==> config.mk <==
export PLATFORM = sky130hd
export DESIGN_NAME = fifo_wr_rr_arbiter
export DESIGN_NICKNAME = d
export VERILOG_FILES = /design/src/rtl/fifo_arb_pkg.sv /design/src/rtl/rr_priority_picker.sv /design/src/rtl/fifo_wr_rr_arbiter.sv
export SDC_FILE = /design/constraint.sdc
export NUM_CORES = 1
export LEC_CHECK = 0
export CORE_MARGIN = 3
export CORE_UTILIZATION = 30
export CTS_BUF_LIST = sky130_fd_sc_hd__clkbuf_4 sky130_fd_sc_hd__clkbuf_8 sky130_fd_sc_hd__clkbuf_16
export CTS_CLUSTER_DIAMETER = 150
export DETAILED_ROUTE_END_ITERATION = 10
export PLACE_DENSITY = 0.88
export SLEW_MARGIN = 0
export SYNTH_ARGS = -nofsm -noshare
export SYNTH_HDL_FRONTEND = slang
export SYNTH_SLANG_ARGS = --single-unit
==> constraint.sdc <==
create_clock -name clk -period 3.2 [get_ports clk]
set_clock_uncertainty 0.1 [all_clocks]
set_input_delay 0.48 -clock clk [delete_from_list [all_inputs] [get_ports clk]]
set_output_delay 0.48 -clock clk [all_outputs]
set_load 0.01 [all_outputs]
==> src/rtl/fifo_arb_pkg.sv <==
// Shared types and round-robin pick helper for FIFO write-port arbiters.
// The pick scans ptr+1, ptr+2, ... modulo n and returns the first valid index.
package fifo_arb_pkg;

   typedef enum logic {IDLE, LOCK} arb_state_t;

   localparam int RR_MAX = 32;

   typedef struct packed {
      logic        found;
      logic [31:0] idx;
   } pick_t;

   // n is an elaboration constant, so the modulo folds away in synthesis
   function automatic pick_t rr_pick(
      input logic [RR_MAX-1:0] valid,
      input int                ptr,
      input int                n
   );
      pick_t      p;
      logic [4:0] idx;
      p   = '0;
      idx = '0;
      for (int k = 1; k <= RR_MAX; k++) begin
         if (k <= n && !p.found) begin
            idx = 5'((ptr + k) % n);
            if (valid[idx]) begin
               p.found = 1'b1;
               p.idx   = 32'(idx);
            end
         end
      end
      return p;
   endfunction

endpackage

==> src/rtl/rr_priority_picker.sv <==
// Combinational round-robin select: first valid index after i_ptr.
// N may be any value from 2 up to RR_MAX, power of two or not.
module rr_priority_picker
   import fifo_arb_pkg::*;
#(
   parameter  int N  = 4,
   localparam int IW = $clog2(N)
) (
   input  logic [N-1:0]  i_valid,
   input  logic [IW-1:0] i_ptr,
   output logic [IW-1:0] o_idx,
   output logic          o_found
);

   pick_t w_pick;

   assign w_pick  = rr_pick(RR_MAX'(i_valid), int'(i_ptr), N);
   assign o_found = w_pick.found;
   assign o_idx   = IW'(w_pick.idx);

endmodule

==> src/rtl/fifo_wr_rr_arbiter.sv <==
// Packet-locked round-robin arbiter sharing one FIFO write port.
// Beats pass combinationally to the FIFO in the cycle they are accepted.
module fifo_wr_rr_arbiter
   import fifo_arb_pkg::*;
#(
   parameter  int NUM_REQ    = 4,
   parameter  int DATA_WIDTH = 32,
   parameter  int MAX_BURST  = 8,
   localparam int IW         = $clog2(NUM_REQ),
   localparam int CW         = $clog2(MAX_BURST + 1)
) (
   input  logic                          clk,
   input  logic                          rst_n,
   input  logic [NUM_REQ-1:0]            req_valid_i,
   input  logic [NUM_REQ-1:0]            req_last_i,
   input  logic [NUM_REQ*DATA_WIDTH-1:0] req_data_i,
   output logic [NUM_REQ-1:0]            req_ready_o,
   input  logic                          full_i,
   output logic                          wren_o,
   output logic [DATA_WIDTH-1:0]         wdata_o,
   output logic [IW-1:0]                 grant_id_o,
   output logic                          busy_o
);

   arb_state_t          r_state, w_state_nxt;
   logic [IW-1:0]       r_grant, w_grant_nxt;
   logic [IW-1:0]       r_ptr, w_ptr_nxt;
   logic [CW-1:0]       r_cnt, w_cnt_nxt;
   logic [CW-1:0]       w_cnt_inc;
   logic [IW-1:0]       w_pick_idx;
   logic                w_pick_found;
   logic [DATA_WIDTH-1:0] w_sel_data;
   logic                w_sel_valid;
   logic                w_sel_last;

   rr_priority_picker #(.N(NUM_REQ)) u_pick (
      .i_valid (req_valid_i),
      .i_ptr   (r_ptr),
      .o_idx   (w_pick_idx),
      .o_found (w_pick_found)
   );

   assign w_cnt_inc  = r_cnt + CW'(1);
   assign grant_id_o = r_grant;
   assign busy_o     = (r_state == LOCK);

   always_comb begin
      w_sel_data  = '0;
      w_sel_valid = 1'b0;
      w_sel_last  = 1'b0;
      for (int i = 0; i < NUM_REQ; i++) begin
         if (r_grant == IW'(i)) begin
            w_sel_data  = req_data_i[i*DATA_WIDTH +: DATA_WIDTH];
            w_sel_valid = req_valid_i[i];
            w_sel_last  = req_last_i[i];
         end
      end
   end

   always_comb begin
      w_state_nxt = r_state;
      w_grant_nxt = r_grant;
      w_ptr_nxt   = r_ptr;
      w_cnt_nxt   = r_cnt;
      req_ready_o = '0;
      wren_o      = 1'b0;
      wdata_o     = '0;
      unique case (r_state)
         IDLE: begin
            if (w_pick_found) begin
               w_grant_nxt = w_pick_idx;
               w_cnt_nxt   = '0;
               w_state_nxt = LOCK;
            end
         end
         LOCK: begin
            for (int i = 0; i < NUM_REQ; i++) begin
               req_ready_o[i] = (r_grant == IW'(i)) & ~full_i;
            end
            wren_o  = w_sel_valid & ~full_i;
            wdata_o = w_sel_data;
            if (wren_o) begin
               w_cnt_nxt = w_cnt_inc;
               // release on packet end or when the burst budget is spent
               if (w_sel_last || w_cnt_inc == CW'(MAX_BURST)) begin
                  w_ptr_nxt   = r_grant;
                  w_state_nxt = IDLE;
               end
            end
         end
         default: w_state_nxt = IDLE;
      endcase
   end

   always_ff @(posedge clk or negedge rst_n) begin
      if (!rst_n) begin
         r_state <= IDLE;
         r_grant <= '0;
         r_ptr   <= IW'(NUM_REQ - 1);
         r_cnt   <= '0;
      end else begin
         r_state <= w_state_nxt;
         r_grant <= w_grant_nxt;
         r_ptr   <= w_ptr_nxt;
         r_cnt   <= w_cnt_nxt;
      end
   end

endmodule

### Yosys cells after proc, flatten, opt, wreduce, memory -nomap -nowiden

Index checks and enable logic that the tools add are counted.

| operators by class | value |
|---|---|
| order comparisons | 4 |
| equal/unequal tests | 6 |
| $add $sub $neg | 5 |
| bitwise logic cells | 11 |
| reductions and logical operators | 9 |
| muxes and demuxes | 37 |

Operators with widths:

| operator | count |
|---|---|
| two-way mux 33 bit | 7 |
| two-way mux 32 bit | 5 |
| less-than comparator 5 x 6 -> 1 bit, second input constant | 4 |
| two-way mux 1 bit | 16 |
| binary-select mux 1 bit (select 3 bit) | 4 |
| two-way mux 4 bit | 3 |
| case mux 4 bit (2 select lines) | 1 |
| OR reduction 2 bit | 4 |
| AND 1 bit | 5 |
| adder 2 x 1 -> 2 bit, second input constant | 2 |
| adder 2 bit, second input constant | 2 |
| adder 4 x 1 -> 4 bit, second input constant | 1 |
| AND 1 bit, first input constant | 4 |
| equality test 2 bit, second input constant | 2 |
| equality test 4 bit, second input constant | 1 |
| inequality test 2 x 1 -> 1 bit, second input constant | 2 |
| AND reduction 2 bit | 2 |
| AND reduction 3 bit | 1 |
| equality test 2 x 1 -> 1 bit, second input constant | 1 |
| logical NOT 2 bit | 1 |
| NOT 1 bit | 2 |
| case mux 1 bit (2 select lines) | 1 |
| logical OR 1 bit | 1 |

| storage, ports and cells | value |
|---|---|
| output and inout port bits | 40 |
| register bits after elaboration | 9 |
| input port bits | 139 |

### Logic depth before layout (Yosys ltp)

Gate-level depths: netlist (run 1).

| logic depth | value |
|---|---|
| word-level depth | 14 |
| depth in mapped cells | 5 |

### Cells and area by module

A second synthesis (run 1) with hierarchy kept.

| unflattened totals | value |
|---|---|
| cell total of the unflattened synthesis | 134 |
| area total of the unflattened synthesis | 1586.5 um^2 |

By module, submodules not included:

| module | cells an instance | seq. area each (um^2) | instances | area each (um^2) |
|---|---|---|---|---|
| fifo_wr_rr_arbiter | 120 | 227.7 | 1 | 1505.2 |
| rr_priority_picker | 14 | 0.0 | 1 | 81.3 |

### Worst setup path before layout (run 1)

Ideal clock, no wire load.

| path | value |
|---|---|
| path kind | reg-to-output |
| start point | register r_grant[0] (netlist: grant_id_o[0]) |
| end point | output wdata_o[10] |
| path slack | 1.105 ns |
| required time | 2.620 ns |
| buffers on the path | 2 |
| arrival time | 1.515 ns |
| stages on the path, launching flop included | 5 |
| cell sequence | dfrtp_1 buf_6 buf_6 mux4_2 and2_1 |

| between the ends | value |
|---|---|
| word-level cells in the longest chain between the ends | 6 |
| elaborated cells on any way between the ends | 9 |

RTL lines:

| what | line | source |
|---|---|---|
| from (decl) | fifo_wr_rr_arbiter.sv:26 | `logic [IW-1:0] r_grant, w_grant_nxt;` |
| from (signal assigned) | fifo_wr_rr_arbiter.sv:103 | `r_grant <= w_grant_nxt;` |
| logical NOT 2 bit | fifo_wr_rr_arbiter.sv:52 | `if (r_grant == IW'(i)) begin` |
| two-way mux 32 bit (3 in series) | fifo_wr_rr_arbiter.sv:52 |  |
| two-way mux 32 bit (*) | fifo_wr_rr_arbiter.sv:52 |  |
| two-way mux 32 bit (*) | fifo_wr_rr_arbiter.sv:68 | `unique case (r_state)` |
| to (decl) | fifo_wr_rr_arbiter.sv:20 | `output logic [DATA_WIDTH-1:0] wdata_o,` |

Every way passes the cells marked *; elsewhere a longest branch is shown, timed or not.

### Final worst setup path (run 1)

| path | value |
|---|---|
| start point | register r_grant[0] (netlist: grant_id_o[0]) |
| end point | output wdata_o[18] |

Same word-level chain as after synthesis.

==> impl_metrics.toml, run 1 <==
[sta]
setup_viol = 0
rsz0062_at_grt = "false"
setup_tns_ns = 0
fmax_mhz = 363.5
drv_slew = 0
hold_viol_final = 0
finalCriticalPeriod_ns = 2.751
post-route-period-util = 0.8597
worst_pin_slew_ns = 0.4148
relSlewSlack = 0.7226

[floorplan]
start_util = 0.3195
placeableCoreArea_sq_um = 4880
dieArea_sq_um = 6097
die_w_um = 78.09
rows = 25
die_h_um = 78.09
io-pin-count = 179

[clock_tree]
cts_sinks = 9
clkTransAtPathRegs_ns = 0.04
numCtsBuffers = 3
root_buffer = "clkbuf_8"
ctsResizeCount = 0
postCtsSetupBuffers = 0
clkLatencyLatePin_ns = 0.23
clk_path_buf_depth = 2
cts.htree.levels = 1
cts_tree = "yes"
hold_buffers = 0

[placement]
routabilityCongestion = 0.9168
hpwl_um = 6458
port_buffers = 178
dp_cells = 370

[routing]
vias = 1878
viasPerCell = 5.021
wl_per_cell_um = 20.61
wl_um = 7709
ant_nets = 0
first_pass_iters = 4
drc = 0
drt_iter0_drc = 68

[critical_path]
crit_path_start_kind = "flop"
crit_type = "flop to output pin"
crit_arrival_ns = 2.17
cp_max_fo = 21
endpoint_kind = "output pin"
reg2reg_to = "r_ptr[0]"
r2r_cells = 5
worstPathRequired_ns = 2.62
crit_slowest_cell = "mux4_2"
path_delay_family = "buffers and inverters"
r2r_slack_ns = 1.31
r2r-start = "grant_id_o[0]"
critical_path.max_stage_delay_ns = 0.56
critical_path_buf_inv_count = 2
crit_chain = "buf_4, mux4_2, and2_1, clkdlybuf4s50_1"

[global_route]
first_global_vias = 2027
antenna_found_initial = 0
grt_pass1_wl_um = 11840
grt_max_degree = 41
grt_overflow = 0
grt.total_usage = 0.2525

[yosys]
synthCells = 133
synth.avg_cell_area_sq_um = 11.72
yosys.area_share.simple = 0.2135
synth-compound-area-share = 0.05377
synth_top_area_share = 0.4912
netlist_area_sq_um = 1559
yosys_warnings = 0
synthArstFlopShare = 1.000
synth_top_family_by_area = "multiplexers"
synth_mux_area_frac = 0.5169
synth_cell_types = 31
syn-num-nets = 273
synthTopCellsByCount = "mux4_2, and2_1, dfrtp_1, nand2_1, clkbuf_1"
synth_ff_type = "dfrtp_1"
ys_seq_elements = 9
synthXorXnorAreaFrac = 0.005618
synth.largest_area_cell = "mux4_2"
post-synth-top-count-cell = "mux4_2"
ys_seq_area_frac = 0.1461
synthTopCellsByArea = "mux4_2, and2_1, dfrtp_1"
synth_adder_area_share = 0.008026
synth_edf_count = 0

[power_and_ir_drop]
p_leak_uw = 0.001274
power_density_nw_per_um2 = 682.4
ir_drop_mv = 0.4204

[hold_path]
min_path_cells = 1
min_from = "r_cnt[2]"
min_to = "r_cnt[2]"
min_path_type = "flop to flop"

[layout]
nNetsFinal = 448
n_antenna_cell = 0
syn2layout_area_growth_pct = 121.7
final_layout_size_suffix_gt1_frac = 0.1661
stdcell_count = 374

[outcome]
status = "finished clean"

[job]
maxCapViolations = 0
[cell usage in the layout, fill, tap and decap left out, drive strengths merged, types with 2 or more instances in the layout]
master	count
clkdlybuf4s50	178
mux4	34
and2	32
nand2	8
dfrtp	7
o21ai	5
nand3	4
clkbuf	4
inv	4
buf	4
nand2b	3
a21oi	3
nor2	2
and3b	2
nor4	2
o211ai	2
mux2	2
dfstp	2
[power breakdown]
part / internal (uW) / leakage, uW / total (uW) / switching [uW]
sequential: 175 / 0.000107 / 231 / 56.1
combinational: 1230 / 0.00114 / 1990 / 759
clock: 95.1 / 0.0000262 / 138 / 43.1
total: 1500 / 0.00127 / 2360 / 858
[per-stage QoR]
step	util	hold slack, ns	total power, uW	instance area (sq um)	worst slack [ns]
detailed placement	0.6985	0.4077	2237	3408	0.4676
finish	0.7085	0.4070	2359	3457	0.4489
global placement	0.6985	0.3934	2207	3408	0.4863
floorplan	-	0.08441	1322	1559	1.105
CTS	0.7085	0.4123	2389	3457	0.4247
global route	0.7085	0.4447	2515	3457	0.3670
[area by class of cell]
type / count / area [sq um]
timing repair buffer: 182 / 1837
fill: 380 / 1423
multi-input combinational: 108 / 1244
sequential: 9 / 229.0
tap: 67 / 83.83
clock buffer: 4 / 48.80
inverter: 4 / 15.01
[registers in the layout (all words and copies together), names as in the netlist]
signal and flops:
r_cnt 4, grant_id_o 2, r_ptr 2, busy_o 1
[routing by layer]
layer / routed length (um) / track usage / vias up
li1: - / - / 868
met1: 2965 / 0.3071 / 925
met2: 4184 / 0.4658 / 79
met3: 470 / 0.05161 / 6
met4: 88 / 0.04196 / 0
met5: 0 / 0 / -
[worst max-delay path by stage]
stage	from	endpoint	slack [ns]	depth (start not counted)
2_1_floorplan	grant_id_o[0]	wdata_o[10]	1.10	4
3_3_place_gp	req_valid_i[3]	wren_o	0.49	5
3_5_place_dp	req_valid_i[3]	wren_o	0.47	5
4_1_cts	grant_id_o[0]	wdata_o[18]	0.42	4
5_1_grt	grant_id_o[0]	wdata_o[20]	0.37	4
6_report	grant_id_o[0]	wdata_o[18]	0.45	4
[cells by family (layout without fill, tap and decap cells)]
| logic type | after synthesis | after routing |
|---|---|---|
| simple gates | 56 | 56 |
| mux | 37 | 37 |
| buf+inv | 16 | 190 |
| compound gates | 13 | 13 |
| flops | 9 | 9 |
| fa+ha+maj | 1 | 1 |
| xor+xnor | 1 | 1 |
No activity file was read; power rests on OpenSTA's default activity.
==> run 2, diff against run 1 <==
--- a/config.mk
+++ b/config.mk
@@ -15,3 +15,4 @@
 export SYNTH_ARGS = -nofsm -noshare
 export SYNTH_HDL_FRONTEND = slang
 export SYNTH_SLANG_ARGS = --single-unit
+export TNS_END_PERCENT = 30
==> results of run 2 <==
The final DEF is identical to that of run 1; final timing and power are the same.
